<file path="src/rtl/ddr3_avl_arbiter.sv">
`default_nettype none
// ============================================================================
// ddr3_avl_arbiter : reader/writer arbiter for the DDR3 Avalon-MM port.
// Optional macro ARB_PERF_COUNT_EN adds saturating performance counters.
// Revision: 1.0
// ============================================================================
module ddr3_avl_arbiter #(
  parameter int ADDR_WIDTH      = 26,
  parameter int DATA_WIDTH      = 128,
  parameter int BURST_WIDTH     = 3,
  parameter int MAX_OUTSTANDING = 8,
  parameter int STARVE_LIMIT    = 4
) (
  input  logic                   clk,
  input  logic                   reset,
  input  logic                   rd_req,
  input  logic [ADDR_WIDTH-1:0]  rd_addr,
  input  logic [BURST_WIDTH-1:0] rd_size,
  input  logic                   rd_urgent,
  output logic                   rd_ack,
  output logic                   rd_data_valid,
  output logic [DATA_WIDTH-1:0]  rd_data,
  input  logic                   wr_req,
  input  logic [ADDR_WIDTH-1:0]  wr_addr,
  input  logic [BURST_WIDTH-1:0] wr_size,
  input  logic [DATA_WIDTH-1:0]  wr_data,
  output logic                   wr_data_ack,
  output logic                   wr_done,
  input  logic                   ddr3_avl_ready,
  output logic                   ddr3_avl_burstbegin,
  output logic [BURST_WIDTH-1:0] ddr3_avl_size,
  output logic                   ddr3_avl_read_req,
  output logic                   ddr3_avl_write_req,
  output logic [DATA_WIDTH-1:0]  ddr3_avl_wr_data,
  output logic [ADDR_WIDTH-1:0]  ddr3_avl_addr,
  input  logic                   ddr3_avl_read_data_valid,
  input  logic [DATA_WIDTH-1:0]  ddr3_avl_read_data
`ifdef ARB_PERF_COUNT_EN
  ,
  input  logic                   perf_clear,
  output logic [31:0]            perf_rd_bursts,
  output logic [31:0]            perf_wr_bursts,
  output logic [31:0]            perf_stall_cycles
`endif
);

  localparam int CNT_W    = $clog2(MAX_OUTSTANDING + 1);
  localparam int STARVE_W = $clog2(STARVE_LIMIT + 1);

  typedef enum logic [1:0] {
    IDLE     = 2'd0,
    RD_CMD   = 2'd1,
    WR_BURST = 2'd2
  } state_t;

  state_t                 state, next_state;
  logic [ADDR_WIDTH-1:0]  cmd_addr;
  logic [BURST_WIDTH-1:0] cmd_size;
  logic [BURST_WIDTH-1:0] beat_cnt;
  logic                   first_beat;
  logic [CNT_W-1:0]       outstanding;
  logic [STARVE_W-1:0]    starve_cnt;
  logic                   last_grant;  // 1 = reader won the previous grant

  logic [BURST_WIDTH-1:0] rd_size_eff, wr_size_eff;
  logic                   rd_eligible, starve_hit, grant_rd, grant_wr;
  logic                   rd_cmd_acc, wr_beat_acc, last_beat;
  logic [CNT_W-1:0]       out_inc, out_dec;

  assign rd_size_eff = (rd_size == '0) ? BURST_WIDTH'(1) : rd_size;
  assign wr_size_eff = (wr_size == '0) ? BURST_WIDTH'(1) : wr_size;
  assign rd_eligible = rd_req &&
                       ((32'(outstanding) + 32'(rd_size_eff)) <= 32'(MAX_OUTSTANDING));
  assign starve_hit  = 32'(starve_cnt) >= 32'(STARVE_LIMIT);

  assign rd_cmd_acc  = (state == RD_CMD) && ddr3_avl_ready;
  assign wr_beat_acc = (state == WR_BURST) && ddr3_avl_ready;
  assign last_beat   = (beat_cnt == (cmd_size - BURST_WIDTH'(1)));

  assign ddr3_avl_read_req   = (state == RD_CMD);
  assign ddr3_avl_write_req  = (state == WR_BURST);
  assign ddr3_avl_burstbegin = (state == RD_CMD) || ((state == WR_BURST) && first_beat);
  assign ddr3_avl_addr       = cmd_addr;
  assign ddr3_avl_size       = cmd_size;
  assign ddr3_avl_wr_data    = wr_data;
  assign rd_ack              = rd_cmd_acc;
  assign wr_data_ack         = wr_beat_acc;
  // Beats with nothing outstanding (e.g. stale returns after reset) are dropped.
  assign rd_data_valid       = ddr3_avl_read_data_valid && (outstanding != '0);
  assign rd_data             = ddr3_avl_read_data;

  assign out_inc = rd_cmd_acc ? CNT_W'(cmd_size) : '0;
  assign out_dec = CNT_W'(rd_data_valid);

  always_comb begin
    next_state = state;
    grant_rd   = 1'b0;
    grant_wr   = 1'b0;
    case (state)
      IDLE: begin
        if (wr_req && starve_hit)        grant_wr = 1'b1;
        else if (rd_eligible && rd_urgent) grant_rd = 1'b1;
        else if (rd_eligible && wr_req) begin
          if (last_grant) grant_wr = 1'b1;
          else            grant_rd = 1'b1;
        end
        else if (rd_eligible)            grant_rd = 1'b1;
        else if (wr_req)                 grant_wr = 1'b1;
        if (grant_rd)      next_state = RD_CMD;
        else if (grant_wr) next_state = WR_BURST;
      end
      RD_CMD:   if (ddr3_avl_ready) next_state = IDLE;
      WR_BURST: if (ddr3_avl_ready && last_beat) next_state = IDLE;
      default:  next_state = IDLE;
    endcase
  end

  always_ff @(posedge clk or posedge reset) begin
    if (reset) begin
      state       <= IDLE;
      cmd_addr    <= '0;
      cmd_size    <= '0;
      beat_cnt    <= '0;
      first_beat  <= 1'b0;
      outstanding <= '0;
      starve_cnt  <= '0;
      last_grant  <= 1'b0;
      wr_done     <= 1'b0;
    end else begin
      state       <= next_state;
      wr_done     <= wr_beat_acc && last_beat;
      outstanding <= outstanding + out_inc - out_dec;
      if (grant_rd) begin
        cmd_addr   <= rd_addr;
        cmd_size   <= rd_size_eff;
        last_grant <= 1'b1;
        if (wr_req) starve_cnt <= starve_cnt + STARVE_W'(1);
      end
      if (grant_wr) begin
        cmd_addr   <= wr_addr;
        cmd_size   <= wr_size_eff;
        last_grant <= 1'b0;
        starve_cnt <= '0;
        first_beat <= 1'b1;
        beat_cnt   <= '0;
      end
      if (wr_beat_acc) begin
        first_beat <= 1'b0;
        beat_cnt   <= beat_cnt + BURST_WIDTH'(1);
      end
    end
  end

`ifdef ARB_PERF_COUNT_EN
  logic stall;
  assign stall = (ddr3_avl_read_req || ddr3_avl_write_req) && !ddr3_avl_ready;

  always_ff @(posedge clk or posedge reset) begin
    if (reset) begin
      perf_rd_bursts    <= '0;
      perf_wr_bursts    <= '0;
      perf_stall_cycles <= '0;
    end else if (perf_clear) begin
      perf_rd_bursts    <= '0;
      perf_wr_bursts    <= '0;
      perf_stall_cycles <= '0;
    end else begin
      if (rd_cmd_acc && (perf_rd_bursts != '1))
        perf_rd_bursts <= perf_rd_bursts + 32'd1;
      if (wr_beat_acc && last_beat && (perf_wr_bursts != '1))
        perf_wr_bursts <= perf_wr_bursts + 32'd1;
      if (stall && (perf_stall_cycles != '1))
        perf_stall_cycles <= perf_stall_cycles + 32'd1;
    end
  end
`endif

endmodule
`default_nettype wire

</file>
<file path="config.mk">
export PLATFORM = sky130hd
export DESIGN_NAME = ddr3_avl_arbiter
export DESIGN_NICKNAME = d
export VERILOG_FILES = /design/src/rtl/ddr3_avl_arbiter.sv
export SDC_FILE = /design/constraint.sdc
export NUM_CORES = 1
export LEC_CHECK = 0
export BUFFER_PORTS_ARGS = -buffer_cell sky130_fd_sc_hd__buf_2
export CORE_AREA = 2 2 237 239
export DETAILED_ROUTE_END_ITERATION = 7
export DIE_AREA = 0 0 239 241
export PLACE_DENSITY = 0.38
export SKIP_LAST_GASP = 1
export SLEW_MARGIN = 20
export SYNTH_ARGS = -nofsm -noshare
export SYNTH_HDL_FRONTEND = slang
export SYNTH_SLANG_ARGS = --single-unit
export TNS_END_PERCENT = 10
</file>
<file path="constraint.sdc">
create_clock -name clk -period 3.1 [get_ports clk]
set_clock_uncertainty 0.2 [all_clocks]
set_input_delay 0.155 -clock clk [delete_from_list [all_inputs] [get_ports clk]]
set_output_delay 0.155 -clock clk [all_outputs]
set_load 0.1 [all_outputs]
</file>
==> flow_summary.toml, run 1 <==
[outcome]
outcome = "finished, final reports clean"

[final_layout]
nFillCells = 6408
layout-drive-gt1-share_pct = 31.62
multi_input_area_mm2 = 0.001200
nets = 742
syn2layout_area_growth_pct = 5.938
final_area_mm2 = 0.004598
regArea_mm2 = 0.001101

[yosys]
synthAdderAreaFrac_pct = 4.382
synth_top_area_share_pct = 44.62
synth_mux_area_share_pct = 0.4612
synth_compound_area_share_pct = 11.53
synth-xor-area-share_pct = 1.413
postSynthCellCount = 500
yosysMostFrequentCell = "buf_4"
ys_async_sr_fraction_pct = 100.0
synth_area_per_cell_um2 = 8.681
seq_area_frac_synth_pct = 25.37
synth.area.top_cells = "buf_4 45%, dfrtp_1 25%, a221o_1 6.5%"
ys_top_cells_by_count = "258 x buf_4, 44 x dfrtp_1, 39 x nand2_1"
ys_types = 40
ys_ff_latch = 44
synth_ff_type = "dfrtp_1"
syn-num-nets = 835
synthSimpleGateAreaFrac_pct = 9.398
synth_warnings = 0
synth_top_family_by_area = "buffers and inverters"
synth-edff-count = 0
synthesis.area_mm2 = 0.004340
synth_top_area_cell = "buf_4"

[global_routing]
grtUsageTotal_pct = 5.829
grt_max_degree = 45
grt-ovfl-total = 0
antenna_found_initial = 2
grt_pass1_wl_mm = 22.88
first_global_vias = 3192

[pwr]
comb_power_share_pct = 66.8
power_report.internal_total_w = 0.002039
finalPower_w = 0.005100
seqPwrFrac_pct = 20.6
clkPwrFrac_pct = 12.6
p_leak_nw = 1.965
vdd_ir_drop_max_v = 0.0005194
p_per_area_mw_per_mm2 = 1109
power_switching_w = 0.003061
p_sw_share_pct = 60.01

[floorplan]
die_area_mm2 = 0.05760
die_w_um = 239
die_h_um = 241
start_util_pct = 7.909
core_area_mm2 = 0.05488
row_count = 86
ioPinCount = 613

[place]
gp_congestion = 0.7144
io_buffers = 100
place_ws_ns = 0.2276
placed_area_mm2 = 0.003810
dpl.hpwl_mm = 12.44

[timing]
min_period_ns = 2.959
slew_violations = 0
tightest_slew_ns = 0.9170
fin_crit_sh_pct = 95.46
fin_setup_tns_ns = 0
fmax_mhz = 337.9
finalSetupViolCount = 0
holdWs_ns = 0.09118
grt_setup_unrepaired = "no"
maxSlewHeadroom_pct = 38.86
hold_viol = 0
worst_slack_ns = 0.1409

[worst_setup_path]
critPathArrivalTime_ns = 2.98
critPathLaunchType = "input port"
crit_start = "rd_size[1]"
criticalPathCategory = "input port to flop"
cp-end-kind = "flop"
required_ns = 3.12
crit_path_max_fanout = 30
reg2reg_from = "outstanding[0]$_DFF_PP0_"
rrSetupSlack_ns = 0.36

[run]
max_cap_violations = 0

[route]
drt-total-wl_mm = 17.42
drt_iter0_drc = 84
vias_per_cell = 2.609
wire_per_inst_um = 15.65
ant_nets = 0
vias = 2904
dr.pass1.iters = 5
route.detailed.drc = 0

[cts]
cts-root-buf = "clkbuf_16"
cts_tree = "built"
clk_pin_slew_ns = 0.08
htreeDepth = 2
cts-buffers-inserted = 5
cts_buffer_depth = 2
cts_num_sinks = 44
clkLatencyLatePin_ns = 0.33

[min_path]
hp-start = "wr_req"
hp-class = "input port to flop"
[placed cells by master (no fill, tap or decap), drive strengths merged, types with 2 or more instances in the layout]
cell type,n
buf,109
dlygate4sd3,59
dfrtp,44
nand2,39
nor2,37
a221o,28
inv,14
ha,12
o21ai,7
xnor2,6
clkbuf,6
a21o,5
nor2b,4
nand3,3
a21oi,3
and2,3
and3b,2
a211o,2
a31oi,2
mux2i,2
o41a,2
clkinvlp,2
fa,2
[worst paths after layout]
kind | end | cells after the start
setup reg to reg | ddr3_avl_addr[15]$_DFFE_PP0P_ | 8
setup / recovery | ddr3_avl_addr[15]$_DFFE_PP0P_ | 11
hold / removal | ddr3_avl_size[0]$_DFFE_PP0P_ | 4
hold reg to reg | starve_cnt[1]$_DFFE_PP0P_ | 2
max in group asynchronous | outstanding[2]$_DFF_PP0_ | 4
min in group asynchronous | ddr3_avl_addr[19]$_DFFE_PP0P_ | 3
[cell families (layout without fill, tap and decap cells)]
| group | Yosys count | after routing |
|---|---|---|
| adders and majority gates | 14 | 14 |
| other | 0 | 1 |
| AOI/OAI and AO/OA | 56 | 56 |
| buffers and inverters | 283 | 191 |
| and+or+nand+nor | 94 | 94 |
| muxes | 2 | 2 |
| DFF | 44 | 44 |
| xor gates and xnor gates | 7 | 7 |
[through the flow]
stage	cells	util, %
after floorplan	500	-
after global placement	1042	6.943
after detailed placement	1042	6.943
after CTS	1109	8.290
after global routing	1112	8.374
final	1113	8.379
[worst max-delay path: stages]
cell	delay (ns)
dlygate4sd3_1	0.54
buf_2	0.18
o21bai_1	0.11
ha_1	0.23
fa_2	0.38
nor3b_1	0.22
nand3_1	0.21
a31oi_4	0.27
nor2_4	0.08
buf_12	0.19
a221o_1	0.37
[what timing repair did]
| item | 4_1_cts | 5_1_grt |
|---|---|---|
| setup endpoints to repair | 0 | 28 |
| resized for setup | 0 | 2 |
| buffers inserted | 0 | 2 |
| hold buffers | 59 | 0 |
| hold endpoints to repair | 62 | 0 |
[metal layers]
| layer | up-vias | GRT usage (%) | wire [µm] |
|---|---|---|---|
| li1 | 1197 | - | - |
| met1 | 1269 | 5.007 | 5511 |
| met2 | 276 | 7.814 | 6980 |
| met3 | 160 | 4.724 | 2955 |
| met4 | 2 | 6.951 | 1961 |
| met5 | - | 0 | 12 |
[state kept, by name, indices dropped and copies added (netlist names)]
name,cells
state,2
starve_cnt,3
wr_done,1
beat_cnt,3
ddr3_avl_addr,26
first_beat,1
outstanding,4
last_grant,1
ddr3_avl_size,3
[layout make-up]
cell class,instances,area share [%]
antenna,1,0.05442
clock buffer,5,2.721
clock inverter,3,0.5170
inverter,14,1.143
multi-input combinational,173,26.10
sequential,44,23.95
tap,704,19.16
timing repair buffer,169,26.37
[power groups by stage]
stage | clock (W) | sequential (W) | combinational, W
2_1_floorplan | 0 | 0.00230 | 0.00293
3_3_place_gp | 0 | 0.00106 | 0.00331
3_5_place_dp | 0 | 0.00106 | 0.00333
4_1_cts | 0.000722 | 0.00106 | 0.00339
5_1_grt | 0.000722 | 0.00109 | 0.00364
6_report | 0.000641 | 0.00105 | 0.00341
Power figures use the tool's default switching activity.
==> run 2, diff against run 1 <==
- CORE_AREA: 2 2 237 239 -> 3 3 236 238
- PLACE_DENSITY: 0.38 -> 0.4
- clock period: 3.1 -> 2.6 ns (I/O delays scaled with it)
==> run 2 against run 1 <==
  * The run now ends with setup timing left
  * Worst hold slack got worse by 0.065 ns
  * Sequential share of layout area decreased by 1.8 points
  * Final cell count increased by 1.6%
  * Critical path type is now flop to flop
  * Critical endpoint is now ddr3_avl_addr[10]$_DFFE_PP0P_
  * Largest cell class unchanged
  * Largest power group unchanged
==> flow_summary.toml, run 2 (synthesized netlist as in run 1, its figures left out) <==
[worst_setup_path]
crit_path_max_fanout = 13
rrSetupSlack_ns = -0.11
cp-end-kind = "flop"
required_ns = 2.60
critPathLaunchType = "flop"
r2r_end = "ddr3_avl_addr[10]$_DFFE_PP0P_"
reg2reg_depth = 11
critPathArrivalTime_ns = 2.71
criticalPathCategory = "flop to flop"
reg2reg_from = "outstanding[0]$_DFF_PP0_"

[timing]
hold_viol = 0
maxSlewHeadroom_pct = 62.51
fin_setup_tns_ns = -2.414
slew_violations = 0
min_period_ns = 2.710
tightest_slew_ns = 0.5663
grt_setup_unrepaired = "yes"
finalSetupViolCount = 28
worst_slack_ns = -0.1096
fmax_mhz = 369.1
fin_crit_sh_pct = 104.2

[place]
io_buffers = 100
gp_congestion = 0.7174
placed_area_mm2 = 0.003945
dp.cells = 1050
dpl.hpwl_mm = 12.82

[final_layout]
utilization_pct = 9.223
layout-drive-gt1-share_pct = 37.79
syn2layout_area_growth_pct = 14.36
final_area_mm2 = 0.004964
fin_cells = 1131
layout_commonest_cell = "buf_2"
nets = 768
final_cell_mix = "100 x buf_2, 58 x dlygate4sd3_1, 44 x dfrtp_1"
largest_register_ffs = 26

[route]
wire_per_inst_um = 16.40
dr.pass1.iters = 4
ant_nets = 0
vias_per_cell = 2.675
drt-total-wl_mm = 18.55
route.detailed.drc = 0
vias = 3025
drt_iter0_drc = 90

[floorplan]
die_w_um = 239
start_util_pct = 8.066
ioPinCount = 613
die_h_um = 241
die_area_mm2 = 0.05760
row_count = 85
core_area_mm2 = 0.05381

[pwr]
p_per_area_mw_per_mm2 = 1354
p_leak_nw = 2.145
finalPower_w = 0.006722
vdd_ir_drop_max_v = 0.0006580

[cts]
clk_pin_slew_ns = 0.07
cts-buffers-inserted = 5
clkLatencyLatePin_ns = 0.33
cts_buffer_depth = 2
cts-root-buf = "clkbuf_16"
htreeDepth = 2
cts_num_sinks = 44
cts_tree = "built"

[global_routing]
first_global_vias = 3239
grt_pass1_wl_mm = 24.23
antenna_found_initial = 1
grt_max_degree = 32
grt-ovfl-total = 0
grtUsageTotal_pct = 6.252

[outcome]
failed_checks = "setup timing"
outcome = "finished with violations"

[min_path]
hp-class = "input port to flop"
hold_path_depth = 3
hold_path_end = "ddr3_avl_size[1]$_DFFE_PP0P_"
hp-start = "rd_size[1]"

[run]
max_cap_violations = 0
[run 2: routing by layer]
layer | up-vias | global-route usage, % | part of all wire [%]
met3 | 124 | 4.811 | 17
met2 | 336 | 8.759 | 42
met5 | - | 0.6552 | 0.27
li1 | 1248 | - | -
met4 | 2 | 4.874 | 6.8
met1 | 1315 | 6.138 | 34
[run 2: layout make-up]
class / count / area (µm²)
Antenna cell: 1 / 2.502
Clock buffer: 5 / 125.1
Clock inverter: 3 / 46.29
Fill cell: 6257 / 48850
Inverter: 14 / 52.55
Multi-Input combinational cell: 173 / 1247
Sequential cell: 44 / 1101
Tap cell: 696 / 870.8
Timing Repair Buffer: 195 / 1518
[run 2: worst max path at each step]
stage	slack, ns	from	end
final	-0.11	outstanding[0]$_DFF_PP0_	ddr3_avl_addr[10]$_DFFE_PP0P_
after global placement	-0.61	rd_size[0]	beat_cnt[2]$_DFFE_PP0P_
after global routing	-0.22	outstanding[0]$_DFF_PP0_	ddr3_avl_addr[22]$_DFFE_PP0P_
after detailed placement	-0.39	rd_size[0]	ddr3_avl_addr[19]$_DFFE_PP0P_
after floorplan	-0.28	state[0]$_DFFE_PP0P_	outstanding[2]$_DFF_PP0_
after CTS	-0.14	outstanding[0]$_DFF_PP0_	ddr3_avl_addr[2]$_DFFE_PP0P_
[run 2: per-stage QoR]
stage	setup slack, ns	hold slack [ns]
2_1_floorplan	-0.2763	0.07502
3_3_place_gp	-0.6115	0.004238
3_5_place_dp	-0.3938	0.007288
4_1_cts	-0.1362	0.006773
5_1_grt	-0.2250	0.02530
6_report	-0.1096	0.02660
[run 2: where the power goes]
group          switching, W  internal, W  total (W)  leakage [nW]
Combinational       0.00323      0.00143    0.00466          1.51
Clock              0.000376     0.000460   0.000836        0.0804
Sequential         0.000225      0.00100    0.00123         0.551
[run 2: critical path, stage by stage (launching register included)]
cell and delay [ns]:
dfrtp_1 0.39, ha_2 0.21, fa_2 0.37, buf_6 0.14, nor3b_2 0.16, nand3_1 0.12, buf_4 0.16, a31oi_4 0.19
buf_12 0.17, buf_16 0.16, nor2_1 0.06, a221o_1 0.25
[run 2: what timing repair did]
item                                    in CTS  in global routing
endpoints found under the setup margin      33                 36
pin swaps                                    5                  8
buffers inserted                             8                  3
cloned                                       4                  0
endpoints found under the hold margin       45                  0
resized for setup                           12                  4
hold buffers                                58                  0
==> run 3, diff against run 2 <==
- ABC_AREA: unset -> 0
- CORE_AREA: 3 3 236 238 -> 3 3 239 241
- CTS_BUF_LIST: unset -> sky130_fd_sc_hd__clkbuf_8
- DIE_AREA: 0 0 239 241 -> 0 0 242 244
- PLACE_DENSITY: 0.4 -> 0.39
==> run 3 against run 2 <==
  * The flow still finishes with violations (setup timing)
  * Final area is 3.5% lower
  * Sequential power barely moved
  * Critical path depth down 1
  * Flip-flop and latch count unchanged
  * Maximum frequency is essentially flat
  * Worst hold slack gained 0.033 ns
  * Combinational power shrank 8.8%
  * Non-clock buffer count fell by 16
  * Largest cell class unchanged
  * Largest power group unchanged
==> flow_summary.toml, run 3 (synthesized netlist as in run 1, its figures left out) <==
[timing]
fin_setup_tns_ns = -2.274
min_period_ns = 2.709
finalSetupViolCount = 30
grt_setup_unrepaired = "yes"
hold_viol = 0
slew_violations = 0
fin_crit_sh_pct = 104.2
maxSlewHeadroom_pct = 52.45
fmax_mhz = 369.1
worst_slack_ns = -0.1094
holdWs_ns = 0.06004
tightest_slew_ns = 0.7122

[worst_setup_path]
critPathArrivalTime_ns = 2.76
cp-end-kind = "flop"
cpMaxStageDelayCell = "dfrtp_1"
crit_path_max_fanout = 9
required_ns = 2.65
slowest_delay_ns = 0.41
rrSetupSlack_ns = -0.11
r2r_end = "ddr3_avl_addr[24]$_DFFE_PP0P_"
reg2reg_depth = 10
reg2reg_from = "outstanding[0]$_DFF_PP0_"
critPathLaunchType = "flop"
criticalPathCategory = "flop to flop"
path_cells = "ha_2 -> fa_2 -> buf_6 -> a211oi_4 -> o21ai_4 -> a31oi_4 -> nor2_4 -> buf_12 -> clkbuf_16 -> a221o_1"

[outcome]
outcome = "finished with violations"
failed_checks = "setup timing"

[floorplan]
ioPinCount = 613
start_util_pct = 7.878
row_count = 86
die_w_um = 242
die_area_mm2 = 0.05905
core_area_mm2 = 0.05509
die_h_um = 244

[final_layout]
final_area_mm2 = 0.004790
syn2layout_area_growth_pct = 10.35
final_cell_mix = "100 x buf_2, 61 x dlygate4sd3_1, 44 x dfrtp_1"
layout-drive-gt1-share_pct = 34.45
fin_cells = 1168
layout_commonest_cell = "buf_2"
nets = 752
largest_register_ffs = 26

[cts]
cts-root-buf = "clkbuf_8"
cts_num_sinks = 44
clk_pin_slew_ns = 0.13
cts-buffers-inserted = 5
cts_buffer_depth = 2
cts_tree = "built"
clkLatencyLatePin_ns = 0.36
htreeDepth = 2

[min_path]
hold_path_depth = 0
hold_path_end = "ddr3_avl_wr_data[113]"
hp-class = "input port to output port"
hp-start = "wr_data[113]"

[route]
route.detailed.drc = 0
vias_per_cell = 2.505
drt-total-wl_mm = 16.53
ant_nets = 0
wire_per_inst_um = 14.16
vias = 2926
dr.pass1.iters = 4
drt_iter0_drc = 102

[place]
gp_congestion = 0.6796
dpl.hpwl_mm = 12.05
placed_area_mm2 = 0.003955
io_buffers = 100
dp.cells = 1093

[global_routing]
grt_max_degree = 34
grtUsageTotal_pct = 5.293
first_global_vias = 2993
grt_pass1_wl_mm = 21.61
antenna_found_initial = 3
grt-ovfl-total = 0

[run]
max_cap_violations = 0

[pwr]
p_per_area_mw_per_mm2 = 1279
p_leak_nw = 2.021
finalPower_w = 0.006128
vdd_ir_drop_max_v = 0.0006546
## run 3: through the flow
step                      util, %  setup slack [ns]
after floorplan                 -           -0.2763
after global placement      7.179          -0.08919
after detailed placement    7.179           -0.1329
after CTS                   8.542           -0.1415
after global routing        8.689           -0.2164
final                       8.694           -0.1094
## run 3: timing repair
item                                   in CTS  in global routing
setup buffers                               0                  3
setup endpoints to repair                  33                 34
pin swaps                                   3                  5
resized for setup                           4                  5
endpoints found under the hold margin      56                  0
hold buffers                               61                  0
gates cloned                                0                  1
## run 3: how the worst max path moves through the flow
stage / startpoint / end / depth (start not counted)
final: outstanding[0]$_DFF_PP0_ / ddr3_avl_addr[24]$_DFFE_PP0P_ / 10
after global routing: outstanding[0]$_DFF_PP0_ / ddr3_avl_addr[0]$_DFFE_PP0P_ / 10
after CTS: outstanding[0]$_DFF_PP0_ / ddr3_avl_addr[12]$_DFFE_PP0P_ / 9
after detailed placement: rd_size[0] / ddr3_avl_addr[25]$_DFFE_PP0P_ / 11
after global placement: rd_size[0] / ddr3_avl_addr[1]$_DFFE_PP0P_ / 11
after floorplan: state[0]$_DFFE_PP0P_ / outstanding[2]$_DFF_PP0_ / 9
## run 3: worst max-delay path: cells and delay by family, from the launching register on
family	cells	cell delay, ns
AND/OR/NAND/NOR	1	0.06
buffers and inverters	3	0.48
adder cells (fa/ha/maj)	2	0.58
flip-flops	1	0.41
AO/OA/AOI/OAI	4	0.85
## run 3: report_power, final
part	internal, W	switching (W)
registers	0.00100	0.000229
clock network	0.000291	0.000356
logic	0.00120	0.00305
total	0.00249	0.00364
## run 3: final cells by class
type,instances,area (µm²)
diodes,2,5.005
clock inverters,3,47.55
multi-input cells,173,1257
repair buffers,179,1321
flip-flops and latches,44,1101
fillers,6485,50300
well taps,748,935.9
clock buffers,5,68.82
inverters,14,52.55
## run 3: per-layer routing
layer	share of wire [%]	vias to the layer above	track usage [%]	wire length [µm]
met5	0.38	-	0.5719	63
met2	42	299	7.379	7011
met1	34	1290	5.118	5683
met4	7.2	4	4.791	1195
met3	16	123	3.805	2581
li1	-	1210	-	-
